===== src/rtl/tis_port_pkg.sv =====
// tis_port_pkg: shared constants for the TIS-100 node receive port.
// Read modes, default word width and neighbour direction indices.
package tis_port_pkg;

  typedef enum logic [1:0] {
    MODE_SPEC = 2'd0,
    MODE_ANY  = 2'd1,
    MODE_LAST = 2'd2,
    MODE_NIL  = 2'd3
  } rd_mode_e;

  localparam int DEF_DATA_W = 11;

  localparam int LEFT  = 0;
  localparam int RIGHT = 1;
  localparam int UP    = 2;
  localparam int DOWN  = 3;

  function automatic int sel_w(input int n);
    return (n > 1) ? $clog2(n) : 1;
  endfunction

endpackage


===== src/rtl/tis_port_mux_if.sv =====
// tis_port_mux_if: neighbour link inputs and core read port bundle.
// master drives words and requests; slave is the receive port.
interface tis_port_mux_if
  import tis_port_pkg::*;
#(
  parameter int CHANNELS = 4,
  parameter int DATA_W   = DEF_DATA_W
);
  localparam int SEL_W = sel_w(CHANNELS);

  logic [CHANNELS-1:0]        in_valid;
  logic [CHANNELS*DATA_W-1:0] in_data;
  logic [CHANNELS-1:0]        in_ready;
  logic                       rd_req;
  logic [1:0]                 rd_mode;
  logic [SEL_W-1:0]           rd_sel;
  logic                       rd_valid;
  logic [DATA_W-1:0]          rd_data;
  logic [SEL_W-1:0]           rd_chan;
  logic [SEL_W-1:0]           last_chan;
  logic                       last_valid;

  modport master (
    output in_valid, in_data, rd_req, rd_mode, rd_sel,
    input  in_ready, rd_valid, rd_data, rd_chan,
    input  last_chan, last_valid
  );

  modport slave (
    input  in_valid, in_data, rd_req, rd_mode, rd_sel,
    output in_ready, rd_valid, rd_data, rd_chan,
    output last_chan, last_valid
  );
endinterface


===== src/rtl/tis_port_fifo.sv =====
// tis_port_fifo: single-channel synchronous FIFO, no bypass.
// Push into a full FIFO is refused even if it pops that cycle.
module tis_port_fifo #(
  parameter int DATA_W = 11,
  parameter int DEPTH  = 2
) (
  input  logic              clk,
  input  logic              rst_n,
  input  logic              push,
  input  logic              pop,
  input  logic [DATA_W-1:0] wdata,
  output logic              full,
  output logic              empty,
  output logic [DATA_W-1:0] head
);
  localparam int AW = (DEPTH > 1) ? $clog2(DEPTH) : 1;
  localparam int CW = $clog2(DEPTH) + 1;

  logic [DATA_W-1:0] mem [DEPTH];
  logic [AW-1:0]     wptr;
  logic [AW-1:0]     rptr;
  logic [CW-1:0]     count;
  logic              do_push;
  logic              do_pop;

  function automatic logic [AW-1:0] nxt(input logic [AW-1:0] p);
    return (p == AW'(DEPTH - 1)) ? '0 : p + 1'b1;
  endfunction

  assign full    = (count == CW'(DEPTH));
  assign empty   = (count == '0);
  assign do_push = push && !full;
  assign do_pop  = pop && !empty;
  assign head    = mem[rptr];

  always_ff @(posedge clk) begin
    if (!rst_n) begin
      wptr  <= '0;
      rptr  <= '0;
      count <= '0;
    end else begin
      if (do_push) wptr <= nxt(wptr);
      if (do_pop)  rptr <= nxt(rptr);
      unique case ({do_push, do_pop})
        2'b10:   count <= count + 1'b1;
        2'b01:   count <= count - 1'b1;
        default: count <= count;
      endcase
    end
  end

  always_ff @(posedge clk) begin
    if (do_push) mem[wptr] <= wdata;
  end
endmodule


===== src/rtl/tis_port_mux.sv =====
// tis_port_mux: buffered multi-link receive port for a TIS-100 node.
// Serves SPEC/ANY/LAST/NIL reads from per-channel FIFOs.
module tis_port_mux
  import tis_port_pkg::*;
#(
  parameter int CHANNELS = 4,
  parameter int DATA_W   = DEF_DATA_W,
  parameter int DEPTH    = 2
) (
  input  logic          clk,
  input  logic          rst_n,
  tis_port_mux_if.slave bus
);
  localparam int SEL_W = sel_w(CHANNELS);

  logic [CHANNELS-1:0] full;
  logic [CHANNELS-1:0] empty;
  logic [CHANNELS-1:0] pop;
  logic [DATA_W-1:0]   head [CHANNELS];

  rd_mode_e         mode;
  logic [SEL_W-1:0] tgt;
  logic             nil;
  logic             serve;
  logic             hit;

  assign mode         = rd_mode_e'(bus.rd_mode);
  assign bus.in_ready = ~full;

  for (genvar k = 0; k < CHANNELS; k++) begin : g_ch
    tis_port_fifo #(
      .DATA_W (DATA_W),
      .DEPTH  (DEPTH)
    ) u_fifo (
      .clk   (clk),
      .rst_n (rst_n),
      .push  (bus.in_valid[k]),
      .pop   (pop[k]),
      .wdata (bus.in_data[k*DATA_W +: DATA_W]),
      .full  (full[k]),
      .empty (empty[k]),
      .head  (head[k])
    );
  end

  // Decision uses registered FIFO state only, so no same-cycle bypass.
  always_comb begin
    tgt = '0;
    nil = 1'b0;
    hit = 1'b0;
    unique case (mode)
      MODE_SPEC: begin
        if (32'(bus.rd_sel) < CHANNELS) begin
          tgt = bus.rd_sel;
          hit = !empty[tgt];
        end else begin
          nil = 1'b1;
        end
      end
      MODE_ANY: begin
        for (int k = CHANNELS - 1; k >= 0; k--) begin
          if (!empty[k]) begin
            tgt = SEL_W'(k);
            hit = 1'b1;
          end
        end
      end
      MODE_LAST: begin
        if (bus.last_valid) begin
          tgt = bus.last_chan;
          hit = !empty[tgt];
        end else begin
          nil = 1'b1;
        end
      end
      default: nil = 1'b1;
    endcase
    serve = bus.rd_req && (hit || nil);
    pop = '0;
    pop[tgt] = serve && !nil;
  end

  always_ff @(posedge clk) begin
    if (!rst_n) begin
      bus.rd_valid   <= 1'b0;
      bus.rd_data    <= '0;
      bus.rd_chan    <= '0;
      bus.last_chan  <= '0;
      bus.last_valid <= 1'b0;
    end else begin
      bus.rd_valid <= serve;
      bus.rd_data  <= (serve && !nil) ? head[tgt] : '0;
      bus.rd_chan  <= (serve && !nil) ? tgt : '0;
      if (serve && mode == MODE_ANY) begin
        bus.last_chan  <= tgt;
        bus.last_valid <= 1'b1;
      end
    end
  end
endmodule


===== src/flat_wrapper.sv =====
// flat-port wrapper written by rule: the top's interface ports become plain ports
module tis_port_mux_flat import tis_port_pkg::*;
#(
  parameter int CHANNELS = 4,
  parameter int DATA_W   = DEF_DATA_W,
  parameter int DEPTH    = 2
)
  (clk, rst_n, bus_in_valid, bus_in_data, bus_rd_req, bus_rd_mode, bus_rd_sel, bus_in_ready, bus_rd_valid, bus_rd_data, bus_rd_chan, bus_last_chan, bus_last_valid);
  tis_port_mux_if #(.CHANNELS(CHANNELS), .DATA_W(DATA_W)) bus_i ();
  input  logic clk;
  input  logic rst_n;
  input wire logic [$bits(bus_i.in_valid)-1:0] bus_in_valid;
  input wire logic [$bits(bus_i.in_data)-1:0] bus_in_data;
  input wire logic [$bits(bus_i.rd_req)-1:0] bus_rd_req;
  input wire logic [$bits(bus_i.rd_mode)-1:0] bus_rd_mode;
  input wire logic [$bits(bus_i.rd_sel)-1:0] bus_rd_sel;
  output wire logic [$bits(bus_i.in_ready)-1:0] bus_in_ready;
  output wire logic [$bits(bus_i.rd_valid)-1:0] bus_rd_valid;
  output wire logic [$bits(bus_i.rd_data)-1:0] bus_rd_data;
  output wire logic [$bits(bus_i.rd_chan)-1:0] bus_rd_chan;
  output wire logic [$bits(bus_i.last_chan)-1:0] bus_last_chan;
  output wire logic [$bits(bus_i.last_valid)-1:0] bus_last_valid;
  assign bus_i.in_valid = bus_in_valid;
  assign bus_i.in_data = bus_in_data;
  assign bus_i.rd_req = bus_rd_req;
  assign bus_i.rd_mode = bus_rd_mode;
  assign bus_i.rd_sel = bus_rd_sel;
  assign bus_in_ready = bus_i.in_ready;
  assign bus_rd_valid = bus_i.rd_valid;
  assign bus_rd_data = bus_i.rd_data;
  assign bus_rd_chan = bus_i.rd_chan;
  assign bus_last_chan = bus_i.last_chan;
  assign bus_last_valid = bus_i.last_valid;
  tis_port_mux #(.CHANNELS(CHANNELS), .DATA_W(DATA_W), .DEPTH(DEPTH)) u_core (.clk(clk), .rst_n(rst_n), .bus(bus_i));
endmodule

===== config.mk =====
export PLATFORM = sky130hd
export DESIGN_NAME = tis_port_mux_flat
export DESIGN_NICKNAME = d
export VERILOG_FILES = /design/src/rtl/tis_port_pkg.sv /design/src/rtl/tis_port_mux_if.sv /design/src/rtl/tis_port_fifo.sv /design/src/rtl/tis_port_mux.sv /design/src/flat_wrapper.sv
export SDC_FILE = /design/constraint.sdc
export NUM_CORES = 1
export LEC_CHECK = 0
export ABC_CLOCK_PERIOD_IN_PS = 3500
export CAP_MARGIN = 40
export CORE_UTILIZATION = 54
export CTS_CLUSTER_SIZE = 24
export DETAILED_ROUTE_END_ITERATION = 8
export PLACE_DENSITY = 0.79
export SLEW_MARGIN = 0
export SYNTH_ARGS = -nofsm -noshare
export SYNTH_HDL_FRONTEND = slang
export SYNTH_HIERARCHICAL = 1
export SYNTH_SLANG_ARGS = --single-unit

===== constraint.sdc =====
create_clock -name clk -period 3.5 [get_ports clk]
set_clock_uncertainty 0.2 [all_clocks]
set_input_delay 0.7 -clock clk [delete_from_list [all_inputs] [get_ports clk]]
set_output_delay 0.7 -clock clk [all_outputs]
set_load 0.01 [all_outputs]

After elaboration in Yosys (flattened, before gate mapping). Memories as Yosys holds them, arrays and structs flattened. A register that Yosys moved wholly into a read port is not among the register bits. Cells that the tools add are included.

Register bits after elaboration: 33. Bits in writable memories: 88. Bits of input ports: 55. Output and inout port bits: 21. Logic and storage cells: 145. Memories kept: 4.

$add $sub $neg: 16. $lt $le $gt $ge: 5. Equality and inequality tests: 14. Muxes and demuxes: 51. Bitwise operators: 3. Reductions and logical operators: 35.

Memories: u_core.g_ch[0].u_fifo.mem (words 2, width 11, rd ports 1, clocked after memory_dff 1, write ports 1, RTL line tis_port_fifo.sv:19) `logic [DATA_W-1:0] mem [DEPTH];`; u_core.g_ch[1].u_fifo.mem (words 2, width 11, rd ports 1, clocked after memory_dff 1, write ports 1, RTL line tis_port_fifo.sv:19); u_core.g_ch[2].u_fifo.mem (words 2, width 11, rd ports 1, clocked after memory_dff 1, write ports 1, RTL line tis_port_fifo.sv:19); u_core.g_ch[3].u_fifo.mem (words 2, width 11, rd ports 1, clocked after memory_dff 1, write ports 1, RTL line tis_port_fifo.sv:19).

Operators by type and width (number): two-way mux 1 bit (33); binary-select mux 11 bit (select 2 bit) (1); two-way mux 11 bit (2); equality test 2 bit, second input constant (9); one-hot mux 2 bit (2 select lines) (4); logical AND 1 bit (12); logical NOT 1 bit (11); equality test 2 x 1 -> 1 bit, second input constant (5); logical NOT 2 bit (5); two-way mux 2 bit (5); < comparator 2 x 3 -> 1 bit, second input constant (3); adder 1 bit, second input constant (8); adder 2 x 1 -> 2 bit, second input constant (4); nonzero test 2 bit (4); subtractor 2 x 1 -> 2 bit, second input constant (4); one-hot mux 2 bit (3 select lines) (1); AND 4 bit (1); binary-select mux 1 bit (select 2 bit) (2); inverter 4 bit (1); >= comparator 3 bit, second input constant (1); inverter 2 -> 3 bit (1); one-hot mux 1 bit (3 select lines) (1); demux 1 bit (select 2 bit) (1); >= comparator 2 x 1 -> 1 bit, second input constant (1); 4 further kinds (4).

Depth between registers and ports, before layout.
Depth in word-level cells: 14. Mapped depth: 13. Mapped depth without buffers: 11.

Modules after synthesis. Netlist, hierarchy kept.

Modules (own cells, without submodules): tis_port_fifo (instances 4, cells each 60, area each 1026.0 um2, sequential area each 760.7 um2); tis_port_mux (instances 1, cells each 132, area each 1071.0 um2, sequential area each 340.3 um2).

Least setup slack after synthesis. No wires, ideal clock.

Path type: input to register. Start point: input bus_rd_mode[0]. End point: register u_core.g_ch[0].u_fifo.count[1]. Library setup time: 0.070 ns. Arrival: 2.961 ns. Data required time: 3.230 ns. Setup slack: 0.269 ns. Stages on the path: 12. Buffers on the path: 3. Cell sequence: clkbuf_1 -> and4b_1 -> a21oi_1 -> and2_1 -> clkbuf_1 -> clkbuf_1 -> nand3_1 -> nor2_1 -> o21a_1 -> ha_1 -> or3_1 -> a21boi_1.

Longest elaborated chain between the ends: 10. Elaborated cells on any way between the ends: 22. Those cells by class: 2 x order compare; 4 x eq/ne; 6 x mux; 1 x bitwise; 9 x reduce/logical.

Ends and longest elaborated chain: start: declaration (RTL line flat_wrapper.sv:15) `input wire logic [$bits(bus_i.rd_mode)-1:0] bus_rd_mode;`; equality test 2 bit (tied with other cells) (RTL line tis_port_mux.sv:51) `unique case (mode)`; one-hot mux 2 bit (3 select lines) or OR reduction 2 bit (tied branches); < comparator 2 x 3 -> 1 bit (not written as such) (tied with other cells) (RTL line tis_port_mux.sv:80) `pop[tgt] = serve && !nil;`; logical AND 1 bit or logical OR 1 bit (tied branches) (RTL line tis_port_mux.sv:80, tis_port_mux.sv:78); two-way mux 1 bit (not written as such) or logical AND 1 bit (tied branches) (RTL line tis_port_mux.sv:80, tis_port_mux.sv:78); demux 1 bit (select 2 bit) or logical AND 1 bit (tied branches); AND 4 bit (no source line) *; via u_core.pop[0] (RTL line tis_port_mux.sv:18) `logic [CHANNELS-1:0] pop;`; logical AND 1 bit * (RTL line tis_port_fifo.sv:33) `assign do_pop = pop && !empty;`; via u_core.g_ch[0].u_fifo.do_pop (RTL line tis_port_fifo.sv:24) `logic do_pop;`; equality test 2 x 1 -> 1 bit or equality test 2 bit (tied branches) (RTL line tis_port_fifo.sv:44) `unique case ({do_push, do_pop})`; one-hot mux 2 bit (2 select lines) or nonzero test 2 bit (tied branches); end signal: assignment (RTL line tis_port_fifo.sv:45) `2'b10: count <= count + 1'b1;`; end signal: assignment (RTL line tis_port_fifo.sv:46) `2'b01: count <= count - 1'b1;`; end signal: assignment (RTL line tis_port_fifo.sv:47) `default: count <= count;`; end: declaration (RTL line tis_port_fifo.sv:22) `logic [CW-1:0] count;`.

Mark *: on every way through the listed nets, which the timed path passes. The rest lies on a longest branch. A chain may end at the register's enable or synchronous reset.

Final worst setup path.
Start point: register u_core.g_ch[1].u_fifo.count[0]. End point: register u_core.g_ch[2].u_fifo.count[1].

Longest elaborated chain between the ends: 13. Elaborated cells on any way between the ends: 28. Those cells by class: 2 x order compare; 2 x eq/ne; 14 x mux; 1 x bitwise; 9 x reduce/logical.

Ends and longest elaborated chain: start: declaration (RTL line tis_port_fifo.sv:22); start signal: assignment (RTL line tis_port_fifo.sv:45); start signal: assignment (RTL line tis_port_fifo.sv:46); start signal: assignment (RTL line tis_port_fifo.sv:47); logical NOT 2 bit * (RTL line tis_port_fifo.sv:31) `assign empty = (count == '0);`; via u_core.empty[1] (RTL line tis_port_mux.sv:17) `logic [CHANNELS-1:0] empty;`; parallel branches: the longest is 8 deep, another holds < comparator 2 x 3 -> 1 bit; AND 4 bit (no source line) *; via u_core.pop[2] (RTL line tis_port_mux.sv:18); logical AND 1 bit * (RTL line tis_port_fifo.sv:33); via u_core.g_ch[2].u_fifo.do_pop (RTL line tis_port_fifo.sv:24); equality test 2 x 1 -> 1 bit or equality test 2 bit (tied branches) (RTL line tis_port_fifo.sv:44); one-hot mux 2 bit (2 select lines) or nonzero test 2 bit (tied branches); end signal: assignment (RTL line tis_port_fifo.sv:45); end signal: assignment (RTL line tis_port_fifo.sv:46); end signal: assignment (RTL line tis_port_fifo.sv:47); end: declaration (RTL line tis_port_fifo.sv:22).

Mark *: on every way through the listed nets, which the timed path passes. The select of a mux whose other input is x is not followed.

==> impl_metrics.xml <==
<?xml version="1.0" encoding="UTF-8"?>
<metrics>
  <group name="power_and_ir_drop">
    <metric name="power.share.switching" unit="">0.2330</metric>
    <metric name="pwr-share-comb" unit="">0.124</metric>
    <metric name="share_clk_of_total_power" unit="">0.444</metric>
    <metric name="seq_power_share" unit="">0.432</metric>
    <metric name="power_leakage" unit="nW">2.409</metric>
    <metric name="p_sw" unit="µW">948.3</metric>
    <metric name="internal_power" unit="mW">3.123</metric>
    <metric name="cellPowerDensity" unit="nW/µm²">608.8</metric>
    <metric name="ir_worst_vdd" unit="mV">0.3516</metric>
  </group>
  <group name="layout">
    <metric name="layout.cells.most_common_list" unit="">sky130_fd_sc_hd__edfxtp_1 (88), sky130_fd_sc_hd__clkdlybuf4s50_1 (75), sky130_fd_sc_hd__mux2_2 (44)</metric>
    <metric name="diodes" unit="">0</metric>
    <metric name="most_common_library_cell_in_the_layout_ignoring_fill_and_taps" unit="">sky130_fd_sc_hd__edfxtp_1</metric>
    <metric name="areaGrowthSynthToFinish" unit="%">29.21</metric>
    <metric name="final_net_count" unit="">517</metric>
    <metric name="fillerInstances" unit="">607</metric>
    <metric name="final_core_utilization" unit="">0.7236</metric>
    <metric name="post_route_cells_drive_above_1_share" unit="">0.2102</metric>
  </group>
  <group name="detailed_routing">
    <metric name="drt.antenna.violating_nets" unit="">0</metric>
    <metric name="drt_iter0_markers" unit="">174</metric>
    <metric name="drtPass1Iterations" unit="">5</metric>
    <metric name="wire_per_inst" unit="µm">17.32</metric>
    <metric name="routed_via_density" unit="">5.362</metric>
    <metric name="route.final.wire_length" unit="µm">10390</metric>
    <metric name="dr_total_vias" unit="">3217</metric>
    <metric name="detail_route.drc_violations" unit="">0</metric>
  </group>
  <group name="die">
    <metric name="pin_count" unit="">76</metric>
    <metric name="fp.dieW" unit="µm">99.90</metric>
    <metric name="floorplan.rows" unit="">35</metric>
    <metric name="die-area" unit="µm²">9979</metric>
    <metric name="die-height" unit="µm">99.90</metric>
    <metric name="floorplan.initialDensity" unit="">0.5601</metric>
    <metric name="coreArea" unit="µm²">9240</metric>
  </group>
  <group name="clock_network">
    <metric name="post_cts_setup_inserts" unit="">0</metric>
    <metric name="cts_max_path_buffers" unit="">2</metric>
    <metric name="holdBufCountCts" unit="">0</metric>
    <metric name="path_clk_slew" unit="ns">0.06</metric>
    <metric name="tritoncts_buffer_count" unit="">17</metric>
    <metric name="post_cts_resized" unit="">0</metric>
    <metric name="clock_sink_count" unit="">125</metric>
    <metric name="tritoncts" unit="">built</metric>
    <metric name="clk_latency" unit="ns">0.51</metric>
    <metric name="cts_root_buffer" unit="">sky130_fd_sc_hd__clkbuf_8</metric>
    <metric name="cts_htree_levels" unit="">4</metric>
  </group>
  <group name="logic_synthesis">
    <metric name="post_synth_inst_count" unit="">372</metric>
    <metric name="yosys_warnings" unit="">6</metric>
    <metric name="synth_largest_area_cell" unit="">sky130_fd_sc_hd__edfxtp_1</metric>
    <metric name="synth_flop_cell" unit="">sky130_fd_sc_hd__edfxtp_1</metric>
    <metric name="yosysSeqAreaShare" unit="">0.6538</metric>
    <metric name="synthArstFlopShare" unit="">0</metric>
    <metric name="post_synth_num_cell_types" unit="">38</metric>
    <metric name="yosys_register_bits" unit="">125</metric>
    <metric name="synth_top_cells_by_area" unit="">sky130_fd_sc_hd__edfxtp_1 (51%), sky130_fd_sc_hd__dfxtp_1 (14%), sky130_fd_sc_hd__mux2_2 (9.6%)</metric>
    <metric name="postSynthNetCount" unit="">431</metric>
    <metric name="synth-edff-count" unit="">88</metric>
    <metric name="post-synth-top-area-fraction" unit="">0.5106</metric>
    <metric name="syn-cell-area" unit="µm²">5175</metric>
    <metric name="avgSynthCellArea" unit="µm²">13.91</metric>
  </group>
  <group name="setup_path">
    <metric name="critPathMaxFanout" unit="">7</metric>
    <metric name="critical_path_required" unit="ns">3.74</metric>
    <metric name="worstSetupEndpointType" unit="">flop</metric>
    <metric name="kind_of_start_point_of_the_critical_path" unit="">flop</metric>
    <metric name="critical_path_arrival" unit="ns">3.41</metric>
    <metric name="worst-setup-path-type" unit="">reg2reg</metric>
  </group>
  <group name="flow_run">
    <metric name="max_cap_viol_count" unit="">0</metric>
  </group>
  <group name="worst_hold_path">
    <metric name="hp-class" unit="">reg2reg</metric>
  </group>
  <group name="global_routing">
    <metric name="first_global_vias" unit="">3422</metric>
    <metric name="groute.layer.met2.usage" unit="">0.3867</metric>
    <metric name="grt.met1_usage" unit="">0.2676</metric>
    <metric name="grt_busiest_layer" unit="">met2</metric>
    <metric name="number_of_antenna_violations_at_the_first_check_in_global_routing" unit="">0</metric>
    <metric name="global_route.usage.total" unit="">0.2242</metric>
    <metric name="overflow" unit="">0</metric>
    <metric name="met3_usage" unit="">0.06964</metric>
    <metric name="grt_first_pass_wirelength" unit="µm">16520</metric>
    <metric name="maximum_number_of_pins_on_one_net_before_global_route_repair" unit="">26</metric>
  </group>
  <group name="timing">
    <metric name="max_slew.worst_pin.slew" unit="ns">0.6038</metric>
    <metric name="hold_viol_final" unit="">0</metric>
    <metric name="grt_setup_unrepaired" unit="">false</metric>
    <metric name="final_period_minus_worst_setup_slack" unit="ns">3.167</metric>
    <metric name="final_max_slew_viol_count" unit="">0</metric>
    <metric name="setup_tns" unit="ns">0</metric>
    <metric name="max_freq" unit="MHz">315.7</metric>
    <metric name="slew_headroom" unit="">0.5969</metric>
    <metric name="setup_viol" unit="">0</metric>
    <metric name="fin_crit_sh" unit="">0.9050</metric>
  </group>
  <group name="placed_design">
    <metric name="io_buffer_count" unit="">75</metric>
    <metric name="globalplace.congestion" unit="">0.8468</metric>
    <metric name="dp.final_hpwl" unit="µm">7015</metric>
  </group>
  <group name="run_status">
    <metric name="outcome" unit="">finished clean</metric>
  </group>
</metrics>
## metrics by stage
| stage | setup WS, ns | hold slack [ns] | std cells | cell area, µm² | power [mW] |
|---|---|---|---|---|---|
| floorplan | 0.2691 | 0.2570 | 372 | 5175 | 2.084 |
| global placement | 0.1230 | 0.2644 | 568 | 6067 | 2.270 |
| detailed placement | -0.02305 | 0.2837 | 568 | 6067 | 2.289 |
| CTS | 0.3122 | 0.2914 | 600 | 6686 | 4.100 |
| global route | 0.2008 | 0.3025 | 600 | 6686 | 4.227 |
| finish | 0.3325 | 0.2879 | 600 | 6686 | 4.071 |
## worst max-delay path: stages, from the launching register on
cell,delay [ns]
sky130_fd_sc_hd__dfxtp_1,0.42
sky130_fd_sc_hd__nor2_1,0.15
sky130_fd_sc_hd__mux4_2,0.47
sky130_fd_sc_hd__and4b_1,0.21
sky130_fd_sc_hd__a311o_1,0.41
sky130_fd_sc_hd__nor3_1,0.24
sky130_fd_sc_hd__o21a_1,0.19
sky130_fd_sc_hd__ha_1,0.27
sky130_fd_sc_hd__or3_1,0.38
sky130_fd_sc_hd__a21boi_1,0.15
## synthesized netlist by cell type, drive strengths merged, types with 5 or more instances
master  count
or3         8
and2        5
dfxtp      37
nand2      33
inv        20
clkbuf      8
edfxtp     88
a311oi     11
nor2b      10
mux2       44
nor2       10
buf         6
nand2b      5
a211oi     11
and3       15
o21ai      10
a21boi      8
xnor2      12
## power groups by stage
stage	logic [mW]	registers [mW]	clock network, mW
detailed placement	0.501	1.79	0
floorplan	0.310	1.77	0
global route	0.547	1.77	1.91
finish	0.505	1.76	1.81
global placement	0.488	1.78	0
CTS	0.506	1.76	1.83
## routing by layer
layer / up-vias / wire, µm
li1: 1543 / -
met1: 1579 / 4483
met2: 87 / 5364
met3: 8 / 479
met4: 0 / 63
met5: - / 0
## cell type report
type                       instances  area (µm²)  share of cell area
timing repair buffer              81       795.8              0.1190
sequential                       125        3383              0.5060
clock buffer                      18       427.9             0.06400
inverter                          20       75.07             0.01123
clock inverter                    14       191.4             0.02863
multi-input combinational        213        1652              0.2470
tap                              129       161.4             0.02414
## final timing paths
| check | startpoint | end | slack (ns) | cells past startpoint |
|---|---|---|---|---|
| worst max-delay path | u_core/g_ch[1].u_fifo/count[0] | u_core/g_ch[2].u_fifo/count[1] | 0.33 | 9 |
| worst min-delay path | u_core/g_ch[3].u_fifo/wptr | u_core/g_ch[3].u_fifo/wptr | 0.29 | 2 |
| worst max register to register | u_core/g_ch[1].u_fifo/count[0] | u_core/g_ch[2].u_fifo/count[1] | 0.33 | 9 |
| worst min register to register | u_core/g_ch[3].u_fifo/wptr | u_core/g_ch[3].u_fifo/wptr | 0.29 | 2 |
## logic make-up (layout without fill, tap and decap cells)
logic type | Yosys count | in the layout | synth area share
simple gates | 96 | 96 | 0.09913
mux | 49 | 49 | 0.1078
buf+inv | 34 | 133 | 0.02708
xor+xnor | 12 | 12 | 0.02031
flops | 125 | 125 | 0.6538
fa+ha+maj | 4 | 4 | 0.009672
compound gates | 52 | 52 | 0.08221
## state kept, by name, summed over array words and instances, names as in the netlist, named ones only
register                  count
u_core/bus.last_chan          2
u_core/bus.last_valid         1
u_core/bus.rd_chan            2
u_core/bus.rd_data           11
u_core/bus.rd_valid           1
u_core/g_ch.u_fifo/count      8
u_core/g_ch.u_fifo/mem       88
u_core/g_ch.u_fifo/rptr       4
u_core/g_ch.u_fifo/wptr       4
Power figures use the tool's default switching activity.
==> edit 1: new RTL, config.mk and constraints unchanged <==
`CHANNELS` is set to 4 in 3 places; all go to 2.
--- a/src/rtl/tis_port_mux_if.sv
+++ b/src/rtl/tis_port_mux_if.sv
@@ -5,3 +5,3 @@
 #(
-  parameter int CHANNELS = 4,
+  parameter int CHANNELS = 2,
   parameter int DATA_W   = DEF_DATA_W
--- a/src/rtl/tis_port_mux.sv
+++ b/src/rtl/tis_port_mux.sv
@@ -5,3 +5,3 @@
 #(
-  parameter int CHANNELS = 4,
+  parameter int CHANNELS = 2,
   parameter int DATA_W   = DEF_DATA_W,
--- a/src/flat_wrapper.sv
+++ b/src/flat_wrapper.sv
@@ -3,3 +3,3 @@
 #(
-  parameter int CHANNELS = 4,
+  parameter int CHANNELS = 2,
   parameter int DATA_W   = DEF_DATA_W,
Interface: changed (6 resized); port bits go from 76 to 47. No check against the original RTL was run, so the function may have changed too.
==> edit 1 against the original RTL <==
- non-clock buffer count fell by 33
- cell count fell by 48%
- count of clock-buffer cells in the layout fell by 8
- setup slack improved by 250 ps
- wire length fell by 54%
- critical endpoint is now u_core/g_ch[1].u_fifo/count[1]$_SDFFE_PN0P_
- sequential cell count fell by 56
- sequential power fell by 46%
- synthesized area fell by 46%
- power fell by 57%
- final area fell by 48%
==> edit 1: results (changes against the original RTL) <==
Status - finished clean
Fin nets - 274 (-47%)
Worst slew pin tran - 593 ps (-11.2 ps)
Diode count - 0 (unchanged)
Biggest regs - u_core/g_ch.u_fifo/mem: 44 flops, u_core/bus.rd_data: 11 flops, u_core/g_ch.u_fifo/count: 4 flops
Max clock buf depth - 2 (unchanged)
Post-synth EDFFs - 44 (-50%)
Max incr delay on CP - 510 ps (+40 ps)
Reg2Reg Setup Slack - 1040 ps (+710 ps)
Global-route wire length before repair - 7.52 mm (-54%)
Overall routing resource usage - 19.7% (-2.7 points)
CTS H-tree lvls - 3 (-1)
Buffering overhead - 13.7% (+1.8 points)
Register area - 1820 sq um (-46%)
Delay-heaviest family, CP - simple AND/OR/NAND/NOR gates
FILL cells - 348 (-43%)
Non-clock buffers - 48 (-41%)
DR iter-0 viols - 93 (-47%)
Post-Syn Nets - 220 (-49%)
GPL Wtd Cong - 0.769 (-9.1%)
IO Port Bufs - 46 (-39%)
Register area share after synthesis - 65.7% (+0.33 points)
Clock-cell share - 5.05% (-4.2 points)
Compound-gate portion of the synthesized area - 4.38% (-3.8 points)
CTS Sinks - 69 (-45%)
Mux cell area share after synthesis - 13.6% (+2.8 points)
Area occupied by multi-input gates - 873 sq um (-47%)
Synth unique cells - 35 (-7.9%)
Cell leakage power - 1.27 nW (-47%)
Share of layout cells above drive strength 1 - 20.6% (-0.37 points)
Hpwl dp - 3.29 mm (-53%)
Clkbuf count - 10 (-8)
Most area-consuming cells after synthesis - edfxtp_1 (48%), dfxtp_1 (18%), mux2_2 (8.9%)
Reg2reg end - u_core/g_ch[0].u_fifo/count[1]$_SDFFE_PN0P_
Largest net degree at the start of global routing - 16 (-38%)
HP Start - u_core/bus.last_valid$_SDFFE_PN0P_
Post-synth top cells - edfxtp_1 (44), dfxtp_1 (25), mux2_2 (22)
Critical R2R Launch - u_core/g_ch[1].u_fifo/count[1]$_SDFFE_PN0P_
Crit path DAT - 2980 ps (-430 ps)
Xor and xnor area share after synthesis - 1.90% (-0.14 points)
Hold path endpoint - u_core/bus.last_valid$_SDFFE_PN0P_
Adder-Cell Fraction of Synth Area - 0.903% (-0.065 points)
Num CTS Buffers - 9 (-8)
Logic inverters - 11 (-45%)
Routed wire length - 4.74 mm (-54%)
Max IR drop VDD - 336 uV (-4.4%)
Place WS - 279 ps (+302 ps)
DR vias - 1634 (-49%)
Clk pin slew, worst setup/hold paths - 70 ps
Reg2Reg Depth - 8 (-1)
Multi-input combinational gate total - 103 (-52%)
Slowest CP cell - clkdlybuf4s50_1
DR pass1 iterations - 4 (-1)
Skew-Pair Late Insertion Delay - 330 ps (-180 ps)
Worst-path fanout max - 7 (unchanged)
edit 1: through the flow:
stage               power, mW  utilization, %  hold slack [ps]  instance area, sq um  std cells
finish                   1.74            72.1              297                  3470        314
global route             1.81            72.1              322                  3470        314
CTS                      1.75            72.1              301                  3470        314
detailed placement       1.20            68.4              286                  3300        298
global placement         1.19            68.4              271                  3300        298
floorplan                1.10               -              257                  2770        188
edit 1: routing by layer:
layer	share of wire (%)	routed length, um	vias up	GRT usage [%]
li1	-	-	798	-
met1	43	2060	788	24.2
met2	50	2380	42	31.3
met3	5.4	255	6	7.00
met4	1.0	48	0	8.55
met5	0	0	-	0
edit 1: kinds of logic (layout without fill, tap and decap cells):
family	count (synthesis)	in the layout
flops	69	69
buf+inv	16	75
compound gates	16	16
xor+xnor	6	6
simple gates	44	44
fa+ha+maj	2	2
mux	35	35
edit 1: how the worst max path moves through the flow:
stage / startpoint / endpoint / slack, ps
after CTS: bus_rd_mode[1] / u_core/g_ch[1].u_fifo/count[1]$_SDFFE_PN0P_ / 640
after floorplan: bus_rd_mode[0] / u_core/g_ch[0].u_fifo/count[1]$_SDFFE_PN0P_ / 690
after global placement: bus_rd_mode[0] / u_core/g_ch[0].u_fifo/count[1]$_SDFFE_PN0P_ / 370
after global routing: bus_rd_mode[1] / u_core/g_ch[0].u_fifo/count[1]$_SDFFE_PN0P_ / 470
final: bus_rd_mode[1] / u_core/g_ch[1].u_fifo/count[1]$_SDFFE_PN0P_ / 590
after detailed placement: bus_rd_mode[1] / u_core/g_ch[1].u_fifo/count[1]$_SDFFE_PN0P_ / 280
edit 1: report_power, final:
part / switching [mW] / internal, mW
registers: 0.0243 / 0.925
logic: 0.110 / 0.117
clock network: 0.289 / 0.274
==> edit 2: new RTL, same flow settings <==
Without the edit above. Make the reset (`rst_n`) asynchronous in 2 clocked blocks.
--- a/src/rtl/tis_port_fifo.sv
+++ b/src/rtl/tis_port_fifo.sv
@@ -35,3 +35,3 @@
 
-  always_ff @(posedge clk) begin
+  always_ff @(posedge clk or negedge rst_n) begin
     if (!rst_n) begin
--- a/src/rtl/tis_port_mux.sv
+++ b/src/rtl/tis_port_mux.sv
@@ -82,3 +82,3 @@
 
-  always_ff @(posedge clk) begin
+  always_ff @(posedge clk or negedge rst_n) begin
     if (!rst_n) begin
Function: differs if rst_n is asserted again (counterexample within 4 cycles, from zero or initial values and one cycle with rst_n low); with rst_n held inactive, the same outputs for 4 cycles.
==> edit 2 against the original RTL <==
- synthesized cell count shrank 20%
- count of clock-buffer cells in the layout stayed put
- wire length decreased by 5.4%
- non-clock buffer count up 4
- setup slack better by 290 ps
- core utilization shrank 0.29 points
- critical path depth is 1 higher
- final area down 0.88%
- sequential cell count is 4 lower
- sequential share of layout area up 1.7 points
- synthesized area down 1.5%
- critical path type unchanged
- highest routed layer unchanged
Power is not compared: it rests on default switching activity, and its combinational part moved more than twofold at a synthesized area within 25%.
==> edit 2: results (changes against the original RTL) <==
Status - finished clean
Reg2reg end - u_core/g_ch[3].u_fifo/count[1]$_DFFE_PN0P_
DR iter-0 viols - 143 (-18%)
Area occupied by multi-input gates - 1530 sq um (-7.3%)
Hold Path Cell Cnt - 1 (-1)
GPL Wtd Cong - 0.838 (-1.0%)
DR pass1 iterations - 4 (-1)
Post-CTS sizing - 0 (unchanged)
Worst-path fanout max - 5 (-2)
Max IR drop VDD - 450 uV
Slowest CP cell - nor2_1
Largest net degree at the start of global routing - 34 (+31%)
Fin nets - 452 (-13%)
Critical R2R Launch - u_core/g_ch[0].u_fifo/count[0]$_DFFE_PN0P_
Yosys warnings - 6 (unchanged)
HP Start - u_core/g_ch[0].u_fifo/wptr$_DFFE_PN0N_
Register area share after synthesis - 68.0% (+2.6 points)
Crit path DAT - 3100 ps (-310 ps)
Reg2Reg Depth - 10 (+1)
Global-route wire length before repair - 15.3 mm (-7.1%)
Routed wire length - 9.83 mm (-5.4%)
Hold_ws - 293 ps (+5.07 ps)
Worst slew pin tran - 606 ps (+1.80 ps)
Synth unique cells - 37 (-2.6%)
Hpwl dp - 6.73 mm (-4.0%)
Place WS - 219 ps (+242 ps)
Post-Syn Nets - 355 (-18%)
Overall routing resource usage - 22.0% (-0.45 points)
Hold path endpoint - u_core/g_ch[0].u_fifo/wptr$_DFFE_PN0N_
DR vias - 2834 (-12%)
Reg2Reg Setup Slack - 620 ps (+290 ps)
Placed cell area - 6010 sq um (-1.0%)
Post-synth ARST share - 27.3% (+27 points)
Cell leakage power - 2.52 nW
# Post-CTS Setup Buffers - 0 (unchanged)
Most area-consuming cells after synthesis - edfxtp_1 (52%), dfrtp_1 (16%), mux2_2 (9.7%)
FILL cells - 585 (-3.6%)
Vias in the first global route - 2964 (-13%)
Share of layout cells above drive strength 1 - 25.6% (+4.6 points)
Post-synth top cells - edfxtp_1 (88), mux2_2 (44), dfrtp_1 (33)
Skew-Pair Late Insertion Delay - 510 ps (about the same)
==> edit 2: how the worst max path moves through the flow <==
stage	from	endpoint	slack, ps
after floorplan	u_core/g_ch[0].u_fifo/count[0]$_DFFE_PN0P_	u_core/g_ch[2].u_fifo/count[1]$_DFFE_PN0P_	830
after global placement	bus_rd_mode[0]	u_core/g_ch[3].u_fifo/count[1]$_DFFE_PN0P_	290
after detailed placement	bus_rd_mode[0]	u_core/g_ch[3].u_fifo/count[1]$_DFFE_PN0P_	220
after CTS	u_core/g_ch[0].u_fifo/count[0]$_DFFE_PN0P_	u_core/g_ch[3].u_fifo/count[1]$_DFFE_PN0P_	630
after global routing	u_core/g_ch[0].u_fifo/count[0]$_DFFE_PN0P_	u_core/g_ch[3].u_fifo/count[1]$_DFFE_PN0P_	380
final	u_core/g_ch[0].u_fifo/count[0]$_DFFE_PN0P_	u_core/g_ch[3].u_fifo/count[1]$_DFFE_PN0P_	620
==> edit 2: worst reg2reg max path: cells and delay by family, from the launching register on <==
| kind | cells | cell delay (ps) |
|---|---|---|
| mux | 1 | 140 |
| simple gates | 5 | 990 |
| fa+ha+maj | 1 | 330 |
| xor+xnor | 1 | 170 |
| compound gates | 2 | 530 |
| flops | 1 | 430 |
==> edit 2: per-layer routing <==
metal	track usage [%]	share of wire (%)
met2	35.4	51
met4	10.1	1.6
met5	0	0
met3	5.13	5.0
met1	28.8	43
==> edit 2: layout make-up <==
| cell class | instances | share of cell area (%) |
|---|---|---|
| clock buffers | 18 | 6.31 |
| clock inverters | 14 | 3.08 |
| inverters | 11 | 0.623 |
| multi-input cells | 157 | 23.1 |
| flip-flops and latches | 121 | 52.3 |
| well taps | 111 | 2.10 |
| repair buffers | 85 | 12.5 |
==> edit 2: logic make-up after synthesis <==
logic type / after synthesis / synth area share [%]
xor+xnor: 20 / 3.44
flops: 121 / 68.0
compound gates: 15 / 2.26
buf+inv: 18 / 1.94
mux: 58 / 15.8
simple gates: 60 / 7.58
fa+ha+maj: 4 / 0.982
==> edit 2: report_power, final <==
part / switching [mW] / total [mW] / internal (mW)
registers: 0.257 / 2.22 / 1.96
logic: 0.621 / 1.41 / 0.790
clock network: 0.585 / 1.80 / 1.22
total: 1.46 / 5.43 / 3.97
==> edit 2: per-stage QoR <==
step,std cells,total power [mW]
3_3_place_gp,485,3.57
4_1_cts,517,5.47
3_5_place_dp,485,3.63
5_1_grt,517,5.67
2_1_floorplan,296,3.14
6_report,517,5.43
